==> config.mk <==
export PLATFORM = sky130hd
export DESIGN_NAME = sqrt_seq
export DESIGN_NICKNAME = d
export VERILOG_FILES = /design/src/rtl/fft_pkg.sv /design/src/rtl/bin_counter.sv /design/src/rtl/sqrt_seq.sv
export SDC_FILE = /design/constraint.sdc
export NUM_CORES = 1
export LEC_CHECK = 0
export BUFFER_PORTS_ARGS = -buffer_cell sky130_fd_sc_hd__buf_2
export CAP_MARGIN = 0
export CORE_MARGIN = 4
export CORE_UTILIZATION = 49
export CTS_BUF_LIST = sky130_fd_sc_hd__clkbuf_2 sky130_fd_sc_hd__clkbuf_4 sky130_fd_sc_hd__clkbuf_8
export CTS_CLUSTER_DIAMETER = 120
export DETAILED_ROUTE_END_ITERATION = 7
export PLACE_DENSITY_LB_ADDON = 0.08
export REMOVE_ABC_BUFFERS = 1
export SYNTH_ARGS = -nofsm -noshare
export SYNTH_HDL_FRONTEND = slang
export SYNTH_SLANG_ARGS = --single-unit
==> constraint.sdc <==
create_clock -name clk -period 1.6 [get_ports clk]
set_input_delay 0.24 -clock clk [delete_from_list [all_inputs] [get_ports clk]]
set_output_delay 0.24 -clock clk [all_outputs]
set_load 0.005 [all_outputs]
==> src/rtl/fft_pkg.sv <==
// Shared types and constants for the spectrum square-root sequencer.
package fft_pkg;

  localparam int unsigned FP_W = 32;

  localparam logic [FP_W-1:0] FP_ZERO = 32'h0000_0000;
  localparam logic [FP_W-1:0] FP_QNAN = 32'h7FC0_0000;
  localparam logic [FP_W-1:0] FP_HALF = 32'h3F00_0000;

  typedef enum logic [2:0] {
    IDLE      = 3'd0,
    ISSUE     = 3'd1,
    WAIT_BUSY = 3'd2,
    WAIT_DONE = 3'd3,
    OUTPUT    = 3'd4
  } sq_state_e;

  // Result payload presented to the output formatter.
  typedef struct packed {
    logic            err;
    logic [FP_W-1:0] data;
  } sq_res_t;

  // Zero and negative arguments never reach the engine (zero would divide by zero).
  function automatic logic is_bypass(input logic [FP_W-1:0] x);
    return x[FP_W-1] | (x[FP_W-2:0] == (FP_W-1)'(0));
  endfunction

endpackage

==> src/rtl/bin_counter.sv <==
// Wrapping FFT bin index counter with a registered last-bin flag.
module bin_counter #(
  parameter int unsigned N_POINTS = 16,
  parameter int unsigned IDX_W    = 4
) (
  input  logic             clk,
  input  logic             n_reset,
  input  logic             inc_i,
  output logic [IDX_W-1:0] idx_o,
  output logic             last_o
);

  localparam logic [IDX_W-1:0] IDX_MAX = IDX_W'(N_POINTS - 1);

  logic [IDX_W-1:0] idx_q, idx_d;
  logic             last_q, last_d;

  // Next index: advance on inc, wrapping after the last bin.
  always_comb begin
    idx_d = idx_q;
    if (inc_i) begin
      idx_d = (idx_q == IDX_MAX) ? '0 : idx_q + IDX_W'(1);
    end
    last_d = (idx_d == IDX_MAX);
  end

  // Index and last-flag registers.
  always_ff @(posedge clk or negedge n_reset) begin
    if (!n_reset) begin
      idx_q  <= '0;
      last_q <= 1'b0;
    end else begin
      idx_q  <= idx_d;
      last_q <= last_d;
    end
  end

  assign idx_o  = idx_q;
  assign last_o = last_q;

endmodule

==> src/rtl/sqrt_seq.sv <==
// Sequencer driving the iterative sqrt engine, one operation per spectrum bin.
// Optional watchdog enabled by defining SQRT_SEQ_TIMEOUT_EN.
module sqrt_seq
  import fft_pkg::*;
#(
  parameter int unsigned N_POINTS = 16,
  parameter int unsigned IDX_W    = 4
`ifdef SQRT_SEQ_TIMEOUT_EN
  ,
  parameter int unsigned TIMEOUT_CYCLES = 1024
`endif
) (
  input  logic             clk,
  input  logic             n_reset,
  input  logic             in_valid,
  input  logic [FP_W-1:0]  in_data,
  output logic             in_ready,
  output logic             sq_start,
  output logic [FP_W-1:0]  sq_argument,
  input  logic [FP_W-1:0]  sq_result,
  input  logic             sq_done,
  output logic             out_valid,
  output logic [FP_W-1:0]  out_data,
  output logic [IDX_W-1:0] out_idx,
  output logic             out_last,
  output logic             out_err,
`ifdef SQRT_SEQ_TIMEOUT_EN
  output logic             timeout_flag,
`endif
  input  logic             out_ready
);

  sq_state_e       state_q, state_d;
  logic [FP_W-1:0] arg_q, arg_d;
  logic            start_q, start_d;
  logic            valid_q, valid_d;
  logic            ready_q, ready_d;
  sq_res_t         res_q, res_d;
  logic            idx_inc;

`ifdef SQRT_SEQ_TIMEOUT_EN
  localparam int unsigned TMO_W = $clog2(TIMEOUT_CYCLES + 1);
  localparam logic [TMO_W-1:0] TMO_LAST = TMO_W'(TIMEOUT_CYCLES - 1);

  logic [TMO_W-1:0] tmo_q, tmo_d;
  logic             flag_q, flag_d;
`endif

  // Next-state, handshake and result-capture logic.
  always_comb begin
    state_d = state_q;
    arg_d   = arg_q;
    start_d = 1'b0;
    valid_d = valid_q;
    res_d   = res_q;
    idx_inc = 1'b0;
`ifdef SQRT_SEQ_TIMEOUT_EN
    tmo_d   = tmo_q;
    flag_d  = flag_q;
`endif

    unique case (state_q)
      IDLE: begin
        if (in_valid && ready_q) begin
          arg_d = in_data;
          if (is_bypass(in_data)) begin
            res_d.data = FP_ZERO;
            res_d.err  = in_data[FP_W-1];
            valid_d    = 1'b1;
            state_d    = OUTPUT;
          end else begin
            start_d = 1'b1;
            state_d = ISSUE;
`ifdef SQRT_SEQ_TIMEOUT_EN
            tmo_d   = '0;
`endif
          end
        end
      end
      ISSUE: begin
        state_d = WAIT_BUSY;
      end
      WAIT_BUSY: begin
        // Done is only meaningful once the engine has been seen busy.
        if (!sq_done) begin
          state_d = WAIT_DONE;
        end
      end
      WAIT_DONE: begin
        if (sq_done) begin
          res_d.data = sq_result;
          res_d.err  = 1'b0;
          valid_d    = 1'b1;
          state_d    = OUTPUT;
        end
      end
      OUTPUT: begin
        if (out_ready) begin
          valid_d = 1'b0;
          idx_inc = 1'b1;
          state_d = IDLE;
        end
      end
      default: begin
        state_d = IDLE;
      end
    endcase

`ifdef SQRT_SEQ_TIMEOUT_EN
    // Watchdog: a real completion in WAIT_DONE takes priority over expiry.
    if ((state_q == WAIT_BUSY) || ((state_q == WAIT_DONE) && !sq_done)) begin
      if (tmo_q == TMO_LAST) begin
        res_d.data = FP_QNAN;
        res_d.err  = 1'b1;
        valid_d    = 1'b1;
        flag_d     = 1'b1;
        state_d    = OUTPUT;
      end else begin
        tmo_d = tmo_q + TMO_W'(1);
      end
    end
`endif

    ready_d = (state_d == IDLE) && !valid_d;
  end

  // State and output registers.
  always_ff @(posedge clk or negedge n_reset) begin
    if (!n_reset) begin
      state_q <= IDLE;
      arg_q   <= FP_HALF;
      start_q <= 1'b0;
      valid_q <= 1'b0;
      ready_q <= 1'b0;
      res_q   <= '0;
    end else begin
      state_q <= state_d;
      arg_q   <= arg_d;
      start_q <= start_d;
      valid_q <= valid_d;
      ready_q <= ready_d;
      res_q   <= res_d;
    end
  end

`ifdef SQRT_SEQ_TIMEOUT_EN
  // Watchdog counter and sticky timeout flag.
  always_ff @(posedge clk or negedge n_reset) begin
    if (!n_reset) begin
      tmo_q  <= '0;
      flag_q <= 1'b0;
    end else begin
      tmo_q  <= tmo_d;
      flag_q <= flag_d;
    end
  end

  assign timeout_flag = flag_q;
`endif

  bin_counter #(
    .N_POINTS (N_POINTS),
    .IDX_W    (IDX_W)
  ) u_bin_counter (
    .clk     (clk),
    .n_reset (n_reset),
    .inc_i   (idx_inc),
    .idx_o   (out_idx),
    .last_o  (out_last)
  );

  assign in_ready    = ready_q;
  assign sq_start    = start_q;
  assign sq_argument = arg_q;
  assign out_valid   = valid_q;
  assign out_data    = res_q.data;
  assign out_err     = res_q.err;

endmodule

==> Yosys cells after proc, flatten, opt, wreduce, memory -nomap -nowiden <==
Cells that the tools add are included.
{ "totals": {"output_inout_bits": 73, "register_bits": 76, "wordCells": 51} }
{ "op_classes": {"bitwise": 1, "reduce_logical": 9, "eq_ne": 9, "n_addsub": 1, "muxes": 22} }
{ "ops": {"columns": ["cell", "n"], "rows": [
  ["two-way mux 33 bit", 3],
  ["one-hot mux 33 bit (2 select lines)", 1],
  ["zero test 31 bit", 1],
  ["two-way mux 3 bit", 5],
  ["one-hot mux 3 bit (5 select lines)", 1],
  ["two-way mux 1 bit", 9],
  ["== test 4 bit, second input constant", 2],
  ["two-way mux 4 bit", 2],
  ["== test 3 x 2 -> 1 bit, second input constant", 2],
  ["zero test 3 bit", 2],
  ["!= test 2 bit, second input constant", 3],
  ["adder 4 x 1 -> 4 bit, second input constant", 1],
  ["AND reduction 4 bit", 1],
  ["== test 3 x 1 -> 1 bit, second input constant", 1],
  ["== test 3 bit, second input constant", 1],
  ["one-hot mux 1 bit (3 select lines)", 1],
  ["logical AND 1 bit", 2],
  ["AND reduction 2 bit", 1],
  ["nonzero test 2 bit", 1],
  ["zero test 1 bit", 1],
  ["bitwise OR 1 bit", 1]
]} }

==> Longest topological paths before layout <==
{ "depth": {"depth_word": 7, "depth_mapped": 6} }

==> Modules after synthesis <==
Synthesis repeated with hierarchy kept, for this count alone.
{ "unflattened": {"hier_cells": 340, "area_unflattened_um2": 3380.7} }
{ "by_module_without_submodules": {"columns": ["module", "cells_per_inst", "n_inst", "area_per_inst_um2"], "rows": [
  ["sqrt_seq", 319, 1, 3134.3],
  ["bin_counter", 21, 1, 246.5]
]} }

==> Worst setup path before layout <==
Ideal clock, no wire load.
{ "synth_timing": {"kind": "register to register", "from": "register state_q[1]", "to": "register ready_q (netlist: in_ready)", "required_time_ns": 1.523, "setup_slack_ns": 0.232, "path_buffers": 0, "setup_time_ns": 0.077, "period_less_slack_ns": 1.368, "stages_incl_launch_ff": 5, "arrival_time_ns": 1.291, "cell_sequence": "dfrtp_1 > nor2_2 > nand3_1 > a2111o_1 > a21oi_1"} }
{ "synth_between": {"elab_chain_cells": 4, "elab_cells_between_ends": 14, "classes_between": "eq/ne: 4; mux: 6; reduce/logical: 4"} }
{ "synth_lines": {"columns": ["item", "line", "rtl"], "rows": [
  ["from (decl)", "sqrt_seq.sv:33", "sq_state_e state_q, state_d;"],
  ["from (signal assigned)", "sqrt_seq.sv:137", "state_q <= state_d;"],
  ["== test 3 bit, or another cell as far along", "sqrt_seq.sv:62", "unique case (state_q)"],
  ["one-hot mux 3 bit (5 select lines) or one-hot mux 1 bit (3 select lines) (tied branches)", "sqrt_seq.sv:62", null],
  ["zero test 3 bit or zero test 1 bit (tied branches)", "sqrt_seq.sv:124", "ready_d = (state_d == IDLE) && !valid_d;"],
  ["logical AND 1 bit *", "sqrt_seq.sv:124", null],
  ["net ready_d", "sqrt_seq.sv:37", "logic ready_q, ready_d;"],
  ["to (signal assigned)", "sqrt_seq.sv:141", "ready_q <= ready_d;"],
  ["to (decl)", "sqrt_seq.sv:37", null]
]} }
The timed path passes the listed nets; every way through them passes the cells marked *.
A chain may end at the register's enable or synchronous reset.

==> Worst setup path after layout <==
Same ends and word-level chain as after synthesis.

==> flow_summary.toml <==
[power]
power.density_nw_per_um2 = 1649
p_leak_nw = 2.464
power.total_mw = 7.387
worst_ir_drop_vdd_mv = 0.7896

[sta]
hold_violations = 0
grt_setup_unrepaired = "false"
finalSetupViolCount = 0
fin_crit_sh = 0.9304
skew_ns = 0.006519
fin_crit_ns = 1.489
drv_slew = 0
hold_slack_ns = 0.09434
worst_pin_slew_ns = 0.4153
max_freq_ghz = 0.6718
slew_headroom = 0.7231

[setup_path]
critPathKind = "reg2reg"
start_kind = "flip-flop"
crit_fanout = 5
crit_required_ns = 1.86
critical_path.endpoint_type = "flip-flop"
arrival_ns = 1.75

[final_layout]
final-seq-area_um2 = 1909
diodes = 0
multiInputGateArea_um2 = 1320
final_area_um2 = 4481
n_fill_cell = 555
drive_gt1_frac = 0.4358
final-instance-count-excl-fill = 571
final_common_cell = "buf_2"
final_cell_mix = "buf_2, nand2_1, dfrtp_1, a22oi_1, o21ai_2"
area.growth.synth_to_final_pct = 32.34
num-nets-final = 556

[grt]
antenna_found_initial = 0
top_usage_layer = "met2"
grt_pass1_vias = 2794
use_met1 = 0.2813
grt_pass1_wl_mm = 13.38
use_met3 = 0.03811
overflow = 0
grtUsageTotal = 0.1984
grt_max_degree = 77
gr-usage-met2 = 0.3035

[logic_synthesis]
ys_ff_latch = 76
synth_seq_area_share = 0.5639
synth_edf_count = 0
syn-cell-area_um2 = 3386
yosys_warnings = 0
yosysTopAreaCellShare = 0.5174
synthTopCellsByArea = "dfrtp_1, nand2_1, a22oi_1"
async_flop_share = 1.000
synthCells = 335
synth_cell_types = 38
avgSynthCellArea_um2 = 10.11
synthFlopType = "dfrtp_1"
synth.largest_area_cell = "dfrtp_1"

[clock_network]
cts_root_buf = "clkbuf_8"
cts_made_buffers = 9
worst_skew_pair.late_latency_ns = 0.33
htreeDepth = 3
cts_tree = "done"
cts.clk_slew.worst_paths_ns = 0.08
cts_buffer_depth = 2
cts_setup_buffers = 0
tritoncts_num_sinks = 76

[die]
design.die.area_um2 = 8304
dieHeight_um = 91.13
fp.dieW_um = 91.13
core_um2 = 6756
start_util = 0.5011
io-pin-count = 142
num_rows = 30

[place]
gp_congestion = 0.7819
dpl-instance-area_um2 = 4254
numPortBuffers = 141
dp_cells = 554
dp_hpwl_mm = 5.876

[flow_run]
cap_violations = 0

[detailed_routing]
dr_total_vias = 2980
final_antenna_net_count = 0
drtIter0Drc = 187
drc_errors = 0
wire_per_inst_um = 14.62
drt_wl_total_mm = 8.346
first_pass_iters = 4
vias_per_cell = 5.219

[worst_hold_path]
min_path_type = "in2reg"

[status]
status = "finished, final reports clean"
## per-layer routing
layer	up-vias	wire [um]	part of all wire
li1	1461	-	-
met1	1409	3687	0.44
met2	99	4055	0.49
met3	11	470	0.056
met4	0	132	0.016
met5	-	0	0
## synthesized netlist by cell type (3+ instances only)
master and count:
buf_2 3, o21ai_1 4, nor4_1 7, buf_4 3, o21ai_0 5, buf_6 8, dfstp_2 6, dfrtp_1 70
nand2_1 133, o21ai_2 24, clkbuf_1 6, a22oi_1 32, nor3_1 4
## state kept, by name (all words and copies together), names as in the netlist
name,flops
u_bin_counter.last_o,1
out_err,1
u_bin_counter.idx_o,4
sq_argument,32
out_data,32
sq_start,1
out_valid,1
in_ready,1
state_q,3
## stage by stage
step | util | worst slack, ns | TNS, ns
2_1_floorplan | - | -0.4393 | -17.20
3_3_place_gp | 0.6296 | -0.07773 | -1.415
3_5_place_dp | 0.6296 | -0.1217 | -2.556
4_1_cts | 0.6624 | 0.06335 | 0
5_1_grt | 0.6631 | 0.03108 | 0
6_report | 0.6631 | 0.1114 | 0
## power breakdown
part / switching [mW] / leakage, nW / internal [mW] / total (mW)
clock: 0.694 / 0.0938 / 0.805 / 1.50
sequential: 0.518 / 0.866 / 2.75 / 3.27
combinational: 1.35 / 1.50 / 1.28 / 2.62
total: 2.56 / 2.46 / 4.83 / 7.39
## kinds of logic after synthesis
logic type | synth area share
AO/OA/AOI/OAI | 0.1844
XOR/XNOR | 0.002587
adder cells (fa/ha/maj) | 0.003695
buffers and inverters | 0.04656
flip-flops | 0.5639
multiplexers | 0.006651
AND/OR/NAND/NOR | 0.1922
## worst max-delay path, stage by stage, from the launching register on
cell      delay (ns)
dfrtp_1         0.42
nor2_2          0.29
nand3_1         0.15
a2111o_1        0.42
a21oi_1         0.12
## final cells by class
type,count,area share
flip-flops and latches,76,0.4261
multi-input cells,237,0.2946
repair buffers,160,0.2080
clock buffers,11,0.03379
well taps,80,0.02234
clock inverters,5,0.01340
inverters,2,0.001676
## path summary, 6_finish.rpt
check / startpoint / end / slack, ns / cells past startpoint
setup / recovery: state_q[1]$_DFF_PN0_ / in_ready$_DFF_PN0_ / 0.11 / 4
hold reg to reg: sq_argument[25]$_DFFE_PN1P_ / sq_argument[25]$_DFFE_PN1P_ / 0.46 / 2
max in group asynchronous: n_reset / sq_argument[28]$_DFFE_PN1P_ / 0.80 / 3
hold / removal: in_data[24] / sq_argument[24]$_DFFE_PN1P_ / 0.09 / 3
setup reg to reg: state_q[1]$_DFF_PN0_ / in_ready$_DFF_PN0_ / 0.11 / 4
min in group asynchronous: n_reset / sq_argument[5]$_DFFE_PN0P_ / 0.43 / 3
## what timing repair did
action,CTS,global route
hold buffers,1,0
resized for setup,0,2
endpoints found under the setup margin,0,14
hold endpoints to repair,70,0
(Power assumes the default switching activity.)
